--- src/rtl/mul_div_unit.sv ---
// Iterative 32-bit multiply/divide unit with architectural HI/LO registers.
// Multiply is radix-2 shift-add, divide is restoring on magnitudes, both with a fixed 34-cycle latency.
module mul_div_unit (
    input  logic        clk,
    input  logic        reset,
    input  logic        start,
    input  logic [1:0]  op,
    input  logic [31:0] srca,
    input  logic [31:0] srcb,
    input  logic        hi_we,
    input  logic        lo_we,
    input  logic [31:0] wdata,
    output logic        busy,
    output logic        done,
    output logic [31:0] hi,
    output logic [31:0] lo
);

    typedef enum logic [1:0] {IDLE, CALC, SIGN} state_t;

    state_t      state_q, state_d;
    logic [4:0]  cnt_q, cnt_d;
    logic [31:0] opA_q, opA_d;
    logic [31:0] opB_q, opB_d;
    logic [63:0] acc_q, acc_d;
    logic        isDiv_q, isDiv_d;
    logic        negQ_q, negQ_d;
    logic        negR_q, negR_d;
    logic [31:0] hi_q, hi_d;
    logic [31:0] lo_q, lo_d;
    logic        done_q, done_d;

    logic        signedOp;
    logic        divZero;
    logic        latchRaw;
    logic [31:0] absA;
    logic [31:0] absB;
    logic [32:0] mulSum;
    logic [32:0] divTrial;
    logic [32:0] divDiff;
    logic        divGe;
    logic [31:0] remNext;
    logic [63:0] prodNeg;
    logic [31:0] quoNeg;
    logic [31:0] remNeg;

    // Divide by zero runs the unsigned algorithm on the raw operands, which naturally
    // yields quotient all-ones and remainder equal to the original dividend.
    always_comb begin
        signedOp = ~op[0];
        divZero  = op[1] & (srcb == 32'd0);
        latchRaw = ~signedOp | divZero;
        absA     = srca[31] ? (~srca + 32'd1) : srca;
        absB     = srcb[31] ? (~srcb + 32'd1) : srcb;
        mulSum   = {1'b0, acc_q[63:32]} + (opB_q[0] ? {1'b0, opA_q} : 33'd0);
        divTrial = {acc_q[63:32], opA_q[31]};
        divDiff  = divTrial - {1'b0, opB_q};
        divGe    = divTrial >= {1'b0, opB_q};
        remNext  = divGe ? divDiff[31:0] : divTrial[31:0];
        prodNeg  = ~acc_q + 64'd1;
        quoNeg   = ~acc_q[31:0] + 32'd1;
        remNeg   = ~acc_q[63:32] + 32'd1;
    end

    always_comb begin
        state_d = state_q;
        cnt_d   = cnt_q;
        opA_d   = opA_q;
        opB_d   = opB_q;
        acc_d   = acc_q;
        isDiv_d = isDiv_q;
        negQ_d  = negQ_q;
        negR_d  = negR_q;
        hi_d    = hi_q;
        lo_d    = lo_q;
        done_d  = 1'b0;
        case (state_q)
            IDLE: begin
                if (start) begin
                    state_d = CALC;
                    cnt_d   = 5'd0;
                    acc_d   = 64'd0;
                    isDiv_d = op[1];
                    negQ_d  = signedOp & ~divZero & (srca[31] ^ srcb[31]);
                    negR_d  = signedOp & ~divZero & op[1] & srca[31];
                    opA_d   = latchRaw ? srca : absA;
                    opB_d   = latchRaw ? srcb : absB;
                end else begin
                    if (hi_we) hi_d = wdata;
                    if (lo_we) lo_d = wdata;
                end
            end
            CALC: begin
                // Divide keeps the remainder in acc[63:32] and shifts quotient bits into acc[31:0].
                if (isDiv_q) begin
                    acc_d = {remNext, acc_q[30:0], divGe};
                    opA_d = {opA_q[30:0], 1'b0};
                end else begin
                    acc_d = {mulSum, acc_q[31:1]};
                    opB_d = {1'b0, opB_q[31:1]};
                end
                cnt_d = cnt_q + 5'd1;
                if (cnt_q == 5'd31) state_d = SIGN;
            end
            SIGN: begin
                if (isDiv_q) begin
                    lo_d = negQ_q ? quoNeg : acc_q[31:0];
                    hi_d = negR_q ? remNeg : acc_q[63:32];
                end else begin
                    {hi_d, lo_d} = negQ_q ? prodNeg : acc_q;
                end
                done_d  = 1'b1;
                state_d = IDLE;
            end
            default: state_d = IDLE;
        endcase
    end

    always_ff @(posedge clk) begin
        if (reset) begin
            state_q <= IDLE;
            cnt_q   <= 5'd0;
            opA_q   <= 32'd0;
            opB_q   <= 32'd0;
            acc_q   <= 64'd0;
            isDiv_q <= 1'b0;
            negQ_q  <= 1'b0;
            negR_q  <= 1'b0;
            hi_q    <= 32'd0;
            lo_q    <= 32'd0;
            done_q  <= 1'b0;
        end else begin
            state_q <= state_d;
            cnt_q   <= cnt_d;
            opA_q   <= opA_d;
            opB_q   <= opB_d;
            acc_q   <= acc_d;
            isDiv_q <= isDiv_d;
            negQ_q  <= negQ_d;
            negR_q  <= negR_d;
            hi_q    <= hi_d;
            lo_q    <= lo_d;
            done_q  <= done_d;
        end
    end

    assign busy = (state_q != IDLE);
    assign done = done_q;
    assign hi   = hi_q;
    assign lo   = lo_q;

endmodule

--- config.mk ---
export PLATFORM = sky130hd
export DESIGN_NAME = mul_div_unit
export DESIGN_NICKNAME = d
export VERILOG_FILES = /design/src/rtl/mul_div_unit.sv
export SDC_FILE = /design/constraint.sdc
export NUM_CORES = 1
export LEC_CHECK = 0
export BUFFER_PORTS_ARGS = -buffer_cell sky130_fd_sc_hd__buf_2
export CORE_UTILIZATION = 40
export DETAILED_ROUTE_END_ITERATION = 8
export GPL_TIMING_DRIVEN = 0
export HOLD_SLACK_MARGIN = 0.05
export PLACE_DENSITY = 0.59
export SLEW_MARGIN = 15
export SYNTH_ARGS = -nofsm -noshare
export SYNTH_HDL_FRONTEND = slang
export SYNTH_SLANG_ARGS = --single-unit
--- constraint.sdc ---
create_clock -name clk -period 3.4 [get_ports clk]
set_input_delay 0.17 -clock clk [delete_from_list [all_inputs] [get_ports clk]]
set_output_delay 0.17 -clock clk [all_outputs]
set_load 0.05 [all_outputs]
=== Word level (Yosys, flattened, before mapping) ===
Cells that the tools add are included.

* Register bits: 203
* Input port bits: 103
* Output and inout port bits: 66
* Word-level logic and storage cells: 88

* Add/subtract/negate cells: 8
* $lt $le $gt $ge: 1
* Equal/unequal tests: 10
* Mux-type cells: 32
* Bitwise logic cells: 14
* Reductions and logical operators: 12

{| class="wikitable"
|+ Operator list
! cell !! number
|-
| two-way mux 32 bit || 18
|-
| case mux 32 bit (2 select lines) || 4
|-
| two-way mux 64 bit || 3
|-
| adder 32 x 1 -> 32 bit (second input constant) || 4
|-
| inverter 32 bit || 4
|-
| case mux 64 bit (2 select lines) || 1
|-
| adder 64 x 1 -> 64 bit (second input constant) || 1
|-
| inverter 64 bit || 1
|-
| adder 32 x 32 -> 33 bit || 1
|-
| greater-or-equal comparator 33 x 32 -> 1 bit || 1
|-
| zero test 32 bit || 1
|-
| subtractor 32 bit || 1
|-
| != test 2 bit (second input constant) || 7
|-
| AND reduction 3 bit || 4
|-
| case mux 5 bit (2 select lines) || 1
|-
| AND reduction 2 bit || 3
|-
| nonzero test 2 bit || 3
|-
| adder 5 x 1 -> 5 bit (second input constant) || 1
|-
| AND 1 bit || 5
|-
| equality test 5 bit (second input constant) || 1
|-
| two-way mux 5 bit || 1
|-
| two-way mux 2 bit || 2
|-
| case mux 2 bit (2 select lines) || 1
|-
| equality test 2 x 1 -> 1 bit (second input constant) || 1
|-
| other kinds (6) || 7
|}

=== Logic depth before layout (Yosys ltp) ===
Gate-level depths: netlist of run 1.

* Depth after elaboration: 6
* Depth in mapped cells: 14
* Mapped depth without buffers: 13

=== Worst setup path after synthesis of run 1 ===
No wires, ideal clock.

* Kind: register to register
* Start point: reg opB_q[0]
* End point: reg acc_q[61]
* Arrival time: 3.163 ns
* Data required time: 3.299 ns
* Path slack: 0.136 ns
* Cell stages (with the launch flop): 15
* Cells stage by stage: dfxtp_1 > clkbuf_1 > and2_1 > ha_1 > inv_1 > fa_1 > nand2b_1 > a21o_1 > a31oi_1 > a21oi_1 > o311a_1 > nor4_1 > or3_1 > a21oi_1 > o41ai_1

* Word-level cells in the longest chain between the ends: 4
* Elaborated cells on any way between the ends: 7
* Those cells by class: add/sub: 2; order compare: 1; mux: 4

{| class="wikitable"
|+ Ends and longest elaborated chain
! what !! RTL line !! source
|-
| start, declared || 24 || <nowiki>logic [31:0] opB_q, opB_d;</nowiki>
|-
| start signal, assigned || 136 || <nowiki>opB_q <= opB_d;</nowiki>
|-
| two-way mux 32 bit (tied with other cells) || 55 || <nowiki>mulSum = {1'b0, acc_q[63:32]} + (opB_q[0] ? {1'b0, opA_q} : 33'd0);</nowiki>
|-
| adder 32 x 32 -> 33 bit / two-way mux 32 bit (equally long branches) || 55, 59 ||
|-
| two-way mux 64 bit * || 95 || <nowiki>if (isDiv_q) begin</nowiki>
|-
| case mux 64 bit (2 select lines) * || 77 || <nowiki>case (state_q)</nowiki>
|-
| end signal, assigned || 125 || <nowiki>acc_q <= 64'd0;</nowiki>
|-
| end signal, assigned || 137 || <nowiki>acc_q <= acc_d;</nowiki>
|-
| end, declared || 25 || <nowiki>logic [63:0] acc_q, acc_d;</nowiki>
|}

Mark *: on every way between the ends. The rest lies on a longest branch, timed or not.
A chain may end at the register's enable or synchronous reset.

=== Worst setup path after layout of run 1 ===
* Start point: reg acc_q[15]
* End point: reg hi_q[26] (netlist: hi[26])

* Word-level cells in the longest chain between the ends: 5

{| class="wikitable"
|+ Ends and longest elaborated chain
! what !! RTL line !! source
|-
| inverter 64 bit || 60 || <nowiki>prodNeg = ~acc_q + 64'd1;</nowiki>
|-
| adder 64 x 1 -> 64 bit || 60 ||
|-
| two-way mux 64 bit || 110 || <nowiki>{hi_d, lo_d} = negQ_q ? prodNeg : acc_q;</nowiki>
|-
| two-way mux 32 bit || 106 || <nowiki>if (isDiv_q) begin</nowiki>
|-
| case mux 32 bit (2 select lines) || 77 ||
|-
| end signal, assigned || 141 || <nowiki>hi_q <= hi_d;</nowiki>
|-
| end, declared || 29 || <nowiki>logic [31:0] hi_q, hi_d;</nowiki>
|}

No other way between the ends.

==> results of run 1 <==
[Yosys cell counts (all sizes together), types with 4 or more instances]
master and count:
a211oi 106, a21boi 4, a21o 25, a21oi 201
a22oi 23, a311oi 14, a31oi 24, and2 38
and3 18, buf 25, clkbuf 115, dfxtp 203
ha 71, inv 66, mux2i 99, nand2 124
nand2b 22, nand3 27, nand3b 6, nand4 10
nand4b 4, nor2 306, nor2b 16, nor3 28
nor3b 6, nor4 24, o211a 4, o211ai 7
o21a 5, o21ai 107, o21bai 5, o22ai 30
o31ai 29, o41ai 21, or2 8, or3 27
or4 15, xnor2 87, xor2 77
[what timing repair did]
item	CTS	global route
hold endpoints to repair	61	0
hold buffers	43	0
gates resized for setup	50	49
setup endpoints to repair	38	43
pin swaps	10	14
buffers inserted	8	5
[layer usage]
metal | vias up | track usage, % | wire length, um
li1 | 7999 | - | -
met2 | 680 | 52.30 | 28920
met4 | 0 | 13.23 | 2974
met3 | 152 | 3.932 | 3932
met5 | - | 0 | 0
met1 | 7834 | 39.98 | 27590
[where the power goes]
group	switching [mW]	internal [mW]
clock network	1.06	1.45
logic	1.30	0.713
registers	0.115	2.50
[final timing paths]
| path | start | end |
|---|---|---|
| min reg2reg | opA_q[30] | opA_q[30] |
| min | wdata[3] | lo[3] |
| max | acc_q[15] | hi[26] |
| max reg2reg | acc_q[15] | hi[26] |
[through the flow]
stage                     setup TNS (ps)  cell area, um2  total power [mW]
after floorplan                        0           15640             3.897
after global placement            -24350           17120             4.497
after detailed placement          -23730           17120             4.506
after CTS                         -36.13           18510             7.080
after global routing              -22.95           18700             7.423
final                                  0           18700             7.132
[final cells by class]
class                   count  area share, %
plain buffers             131          2.863
clock buffers              30          3.379
clock inverters             8         0.5285
inverters                  66          1.325
multi-input cells        1665          59.21
flip-flops and latches    203          21.94
well taps                 518          3.466
repair buffers            223          7.292
[registers in the layout, indices dropped and copies added (netlist names)]
register and cells:
state_q 2, hi 32, acc_q 64, lo 32, done 1, negR_q 1, negQ_q 1, isDiv_q 1
opA_q 32, opB_q 32, cnt_q 5
[critical path: stages (launching register included)]
cell	delay, ps
dfxtp_2	360
or4_1	550
or4_4	590
nor4_4	390
nand2_2	170
buf_4	200
o41ai_1	560
xor2_1	150
a211oi_1	260
[kinds of logic (layout without fill, tap and decap cells)]
logic type               after synthesis  after routing  synth area share [%]
AO/OA/AOI/OAI                        641            641                 26.41
buffers and inverters                206            458                 5.089
AND/OR/NAND/NOR                      685            685                 20.83
flip-flops                           203            203                 25.99
multiplexers                         102            102                 6.554
XOR/XNOR                             164            164                 9.186
adder cells (fa/ha/maj)               73             73                 5.937
==> impl_metrics.tcl, run 1 <==
set metrics [dict create \
    multi_input_area_um2 11070 \
    synth_flop_cell "dfxtp_1" \
    stdcell_count 2844 \
    whs_ps 54.64 \
    synth_area_leaders "dfxtp_1 (26%), nor2_1 (7.3%), a21oi_1 (6.4%), mux2i_1 (6.3%), ha_1 (5.7%)" \
    worst_slack_ps 70.27 \
    vias 16665 \
    slew_viol_final 0 \
    ir_drop_mv 0.2729 \
    syn2layout_area_growth_pct 19.60 \
    viasPerCell 5.860 \
    cp.required_ps 3840 \
    seqCellArea_um2 4103 \
    powerDensity_nw_per_um2 381.3 \
    min_path_cells 3 \
    yosysTopAreaCellShare_pct 25.99 \
    syn_area_per_cell_um2 7.539 \
    ys_seq_area_share_pct 25.99 \
    synth-edff-count 0 \
    ys_types 79 \
    criticalPathCategory "reg -> reg" \
    dp_hpwl_um 49150 \
    dp_cells 2759 \
    cp.arrival_ps 3770 \
    async_flop_share_pct 0 \
    die_h_um 199.7 \
    nNetsFinal 2489 \
    drtIter0Drc 1343 \
    status "completed" \
    cts_max_level 1 \
    cts_tree "built" \
    layout_common_cells "nor2_1 (303), a21oi_1 (197), dfxtp_1 (184)" \
    grt_overflow 0 \
    start_kind "flop" \
    die_w_um 199.7 \
    cts_num_sinks 203 \
    clk_pin_slew_ps 60 \
    antenna_found_initial 0 \
    num_rows 72 \
    dr.pass1.iters 7 \
    ant_nets 0 \
    syn_area_um2 15640 \
    drc_errors 0 \
    root_buffer "clkbuf_16" \
    clockBufferDepth 3 \
    avgRoutedWirePerCell_um 22.30 \
    drive_above_1_share_pct 13.59 \
    reg2reg_slack_ps 70 \
    max-cap-violations 0 \
    cts-buffers-inserted 23 \
    fin_skew_ps 20.01 \
    start_util_pct 40.55 \
    antenna_cells 0 \
    min_period_over_period_pct 97.93 \
    slew_headroom_pct 32.22 \
    io_buffer_count 167 \
    setup_viol 0 \
    clk_latency_ps 540 \
    fin_crit_ps 3330 \
    core_um2 38560 \
    drt_wl_total_um 63410 \
    max_freq_mhz 300.3 \
    ios 169 \
    grt_max_degree 13 \
    netlist.top_cell.by_area "dfxtp_1" \
    syn_nets 2250 \
    grt_pass1_wl_um 94160 \
    tightest_slew_ps 1017 \
    ys_ff_latch 203 \
    synth_cells 2074 \
    die_area_um2 39890 \
    final_common_cell "nor2_1" \
    hold_path_class "in -> reg" \
    pre_cts_slack_ps -886.8 \
    worst_setup_path_end_kind "flop" \
    fin_util_pct 48.50 \
    gp_congestion 1.075 \
    p_leak_nw 7.755 \
    nFillCells 3935 \
    grt_usage_pct 31.14 \
    finalHoldViolations 0 \
    synth_warnings 0 \
    cp_max_fo 8 \
    first_global_vias 15563 \
    r2r_cells 8 \
]
Note: power is estimated with default switching activity, not from simulation.
==> run 2, diff against run 1 <==
ABC_AREA = 1   (was unset)
==> impl_metrics.tcl, run 2 <==
set metrics [dict create \
    status "completed" \
    tightest_slew_ps 1161 \
    layout_common_cells "nand2_1 (1063), inv_1 (396), nor2_1 (330)" \
    ys_ff_latch 203 \
    worstSetupStartpoint "acc_q[32]" \
    largest_reg_flops 64 \
    cts_max_level 1 \
    grt_overflow 0 \
    start_util_pct 40.50 \
    synth_common_cells "nand2_1 (1063), inv_1 (396), nor2_1 (330)" \
    slew_viol_final 0 \
    min_path_cells 5 \
    drc_errors 0 \
    root_buffer "clkbuf_16" \
    seqPwrFrac_pct 33.0 \
    setup_viol 0 \
    antenna_found_initial 0 \
    clk_pin_slew_ps 70 \
    ys_types 56 \
    slew_headroom_pct 22.57 \
    cp.required_ps 3860 \
    powerDensity_nw_per_um2 381.6 \
    p_comb_share_pct 34.4 \
    die_h_um 216.4 \
    grt_max_degree 13 \
    die_w_um 216.4 \
    slowest_delay_ps 600 \
    r2r_cells 10 \
    syn_nets 3430 \
    worst_setup_path_end_kind "flop" \
    cp.arrival_ps 3670 \
    synth_warnings 0 \
    ys_seq_area_share_pct 22.11 \
    fin_area_um2 21040 \
    vias 22351 \
    netlist.top_cell.by_area "dfxtp_1" \
    cp_cell_sequence "inv_1 -> ha_1 -> inv_1 -> nor3_1 -> nand2_1 -> o21ai_0 -> nand4_1 -> nand3_1 -> nand3_1 -> a21oi_1" \
    async_flop_share_pct 0 \
    avgRoutedWirePerCell_um 20.97 \
    max-cap-violations 0 \
    final_common_cell "nand2_1" \
    drtIter0Drc 1959 \
    top_register "acc_q" \
    r2r-start "acc_q[32]" \
    nFillCells 5138 \
    cts-buffers-inserted 25 \
    hold_path_class "in -> reg" \
    synth_cells 3254 \
    cp.buffers_inverters 2 \
    dr.pass1.iters 6 \
    crit_cells 10 \
    yosysTopAreaCellShare_pct 22.11 \
    p_int_mw 4.806 \
    power_mw 8.028 \
    hp-start "srca[13]" \
    synth_flop_cell "dfxtp_1" \
    fin_skew_ps 19.61 \
    yosysMostFrequentCell "nand2_1" \
    cts_tree "built" \
    viasPerCell 5.458 \
    crit_family "simple AND/OR/NAND/NOR gates" \
    pwr-share-clk_pct 32.6 \
    fin_util_pct 46.36 \
    drive_above_1_share_pct 8.383 \
    syn2layout_area_growth_pct 14.47 \
    die_area_um2 46810 \
    grt_pass1_wl_um 127200 \
    clk_latency_ps 550 \
    switching_power_mw 3.222 \
    criticalPathCategory "reg -> reg" \
    whs_ps 57.77 \
    cts_setup_buffers 0 \
    fin_crit_ps 3211 \
    min_period_over_period_pct 94.45 \
    max_freq_mhz 311.4 \
    synth-edff-count 0 \
    antenna_cells 0 \
    synth_area_leaders "dfxtp_1 (22%), nand2_1 (22%), inv_1 (8.1%), a21oi_1 (7.0%), nor2_1 (6.7%)" \
    grt_usage_pct 35.81 \
    num_rows 78 \
    p_sw_share_pct 40.14 \
    ios 169 \
    core_um2 45380 \
    drt_wl_total_um 85860 \
    first_global_vias 21229 \
    dp_hpwl_um 70610 \
    cts_num_sinks 203 \
    clockBufferDepth 3 \
    gp_congestion 1.035 \
    syn_area_per_cell_um2 5.648 \
    syn_area_um2 18380 \
    p_leak_nw 10.22 \
    critPathSlowestCell "nor3_1" \
    start_kind "flop" \
    finalHoldViolations 0 \
    io_buffer_count 168 \
    ant_nets 0 \
    nNetsFinal 3654 \
    ir_drop_mv 0.3932 \
    cp_max_fo 10 \
    place_area_um2 19970 \
]
==> run 2: changes by cell type after synthesis, moves of 58 or more <==
cell,change
o21ai_0,+101
nand2_1,+940
mux2i_1,-99
xnor2_1,-58
inv_1,+330
a211oi_1,-106
nand3_1,+211
==> run 2: path summary, 6_finish.rpt <==
path | endpoint | slack [ps]
max | hi[22] | 190
min | opA_q[13] | 60
max reg2reg | hi[22] | 190
min reg2reg | lo[0] | 460
==> run 2: cell families after synthesis <==
| logic type | after synthesis | synth area share (%) |
|---|---|---|
| AND/OR/NAND/NOR | 1767 | 39.93 |
| AO/OA/AOI/OAI | 604 | 18.20 |
| buffers and inverters | 537 | 11.37 |
| flip-flops | 203 | 22.11 |
| adder cells (fa/ha/maj) | 73 | 5.051 |
| XOR/XNOR | 70 | 3.336 |
==> run 2: power groups by stage <==
stage               sequential, mW  clock (mW)  combinational (mW)
floorplan                     2.75           0                1.71
global placement              2.69           0                2.66
detailed placement            2.70           0                2.67
CTS                           2.64        2.63                2.71
global route                  2.66        2.70                3.03
finish                        2.65        2.61                2.76
==> run 2: layout make-up <==
cell class                      count  area, um2  share of cell area (%)
Tap cell                          600      750.7                   3.568
Inverter                          408       1534                   7.291
Clock inverter                      7      46.29                  0.2200
Clock buffer                       37      730.7                   3.473
Buffer                            129      556.8                   2.646
Timing Repair Buffer              197       1131                   5.376
Multi-Input combinational cell   2514      12230                   58.11
Sequential cell                   203       4064                   19.32
==> run 2: per-stage QoR <==
stage	setup TNS, ps	worst slack, ps	cells
3_5_place_dp	0	142.4	4022
5_1_grt	-0.3109	-0.3109	4095
2_1_floorplan	0	954.9	3254
6_report	0	188.9	4095
3_3_place_gp	0	170.4	4022
4_1_cts	0	130.2	4095
==> run 2: repair_timing <==
action | in CTS | in global routing
hold endpoints to repair | 29 | 0
gates resized for setup | 0 | 2
hold buffers | 29 | 0
endpoints found under the setup margin | 0 | 3
==> run 2: worst min-delay path, stage by stage <==
cell and delay [ps]:
buf_2 110, nand2_1 60, nand3_1 100, nand2_1 70, a21oi_1 50
==> run 2: metal layers <==
layer  vias to the layer above  part of all wire, %  GRT usage, %
met5                         -                    0             0
met4                         0                  4.9         15.56
met3                       187                  7.9         5.895
met2                       948                   47         62.67
met1                     10252                   40         42.94
li1                      10964                    -             -
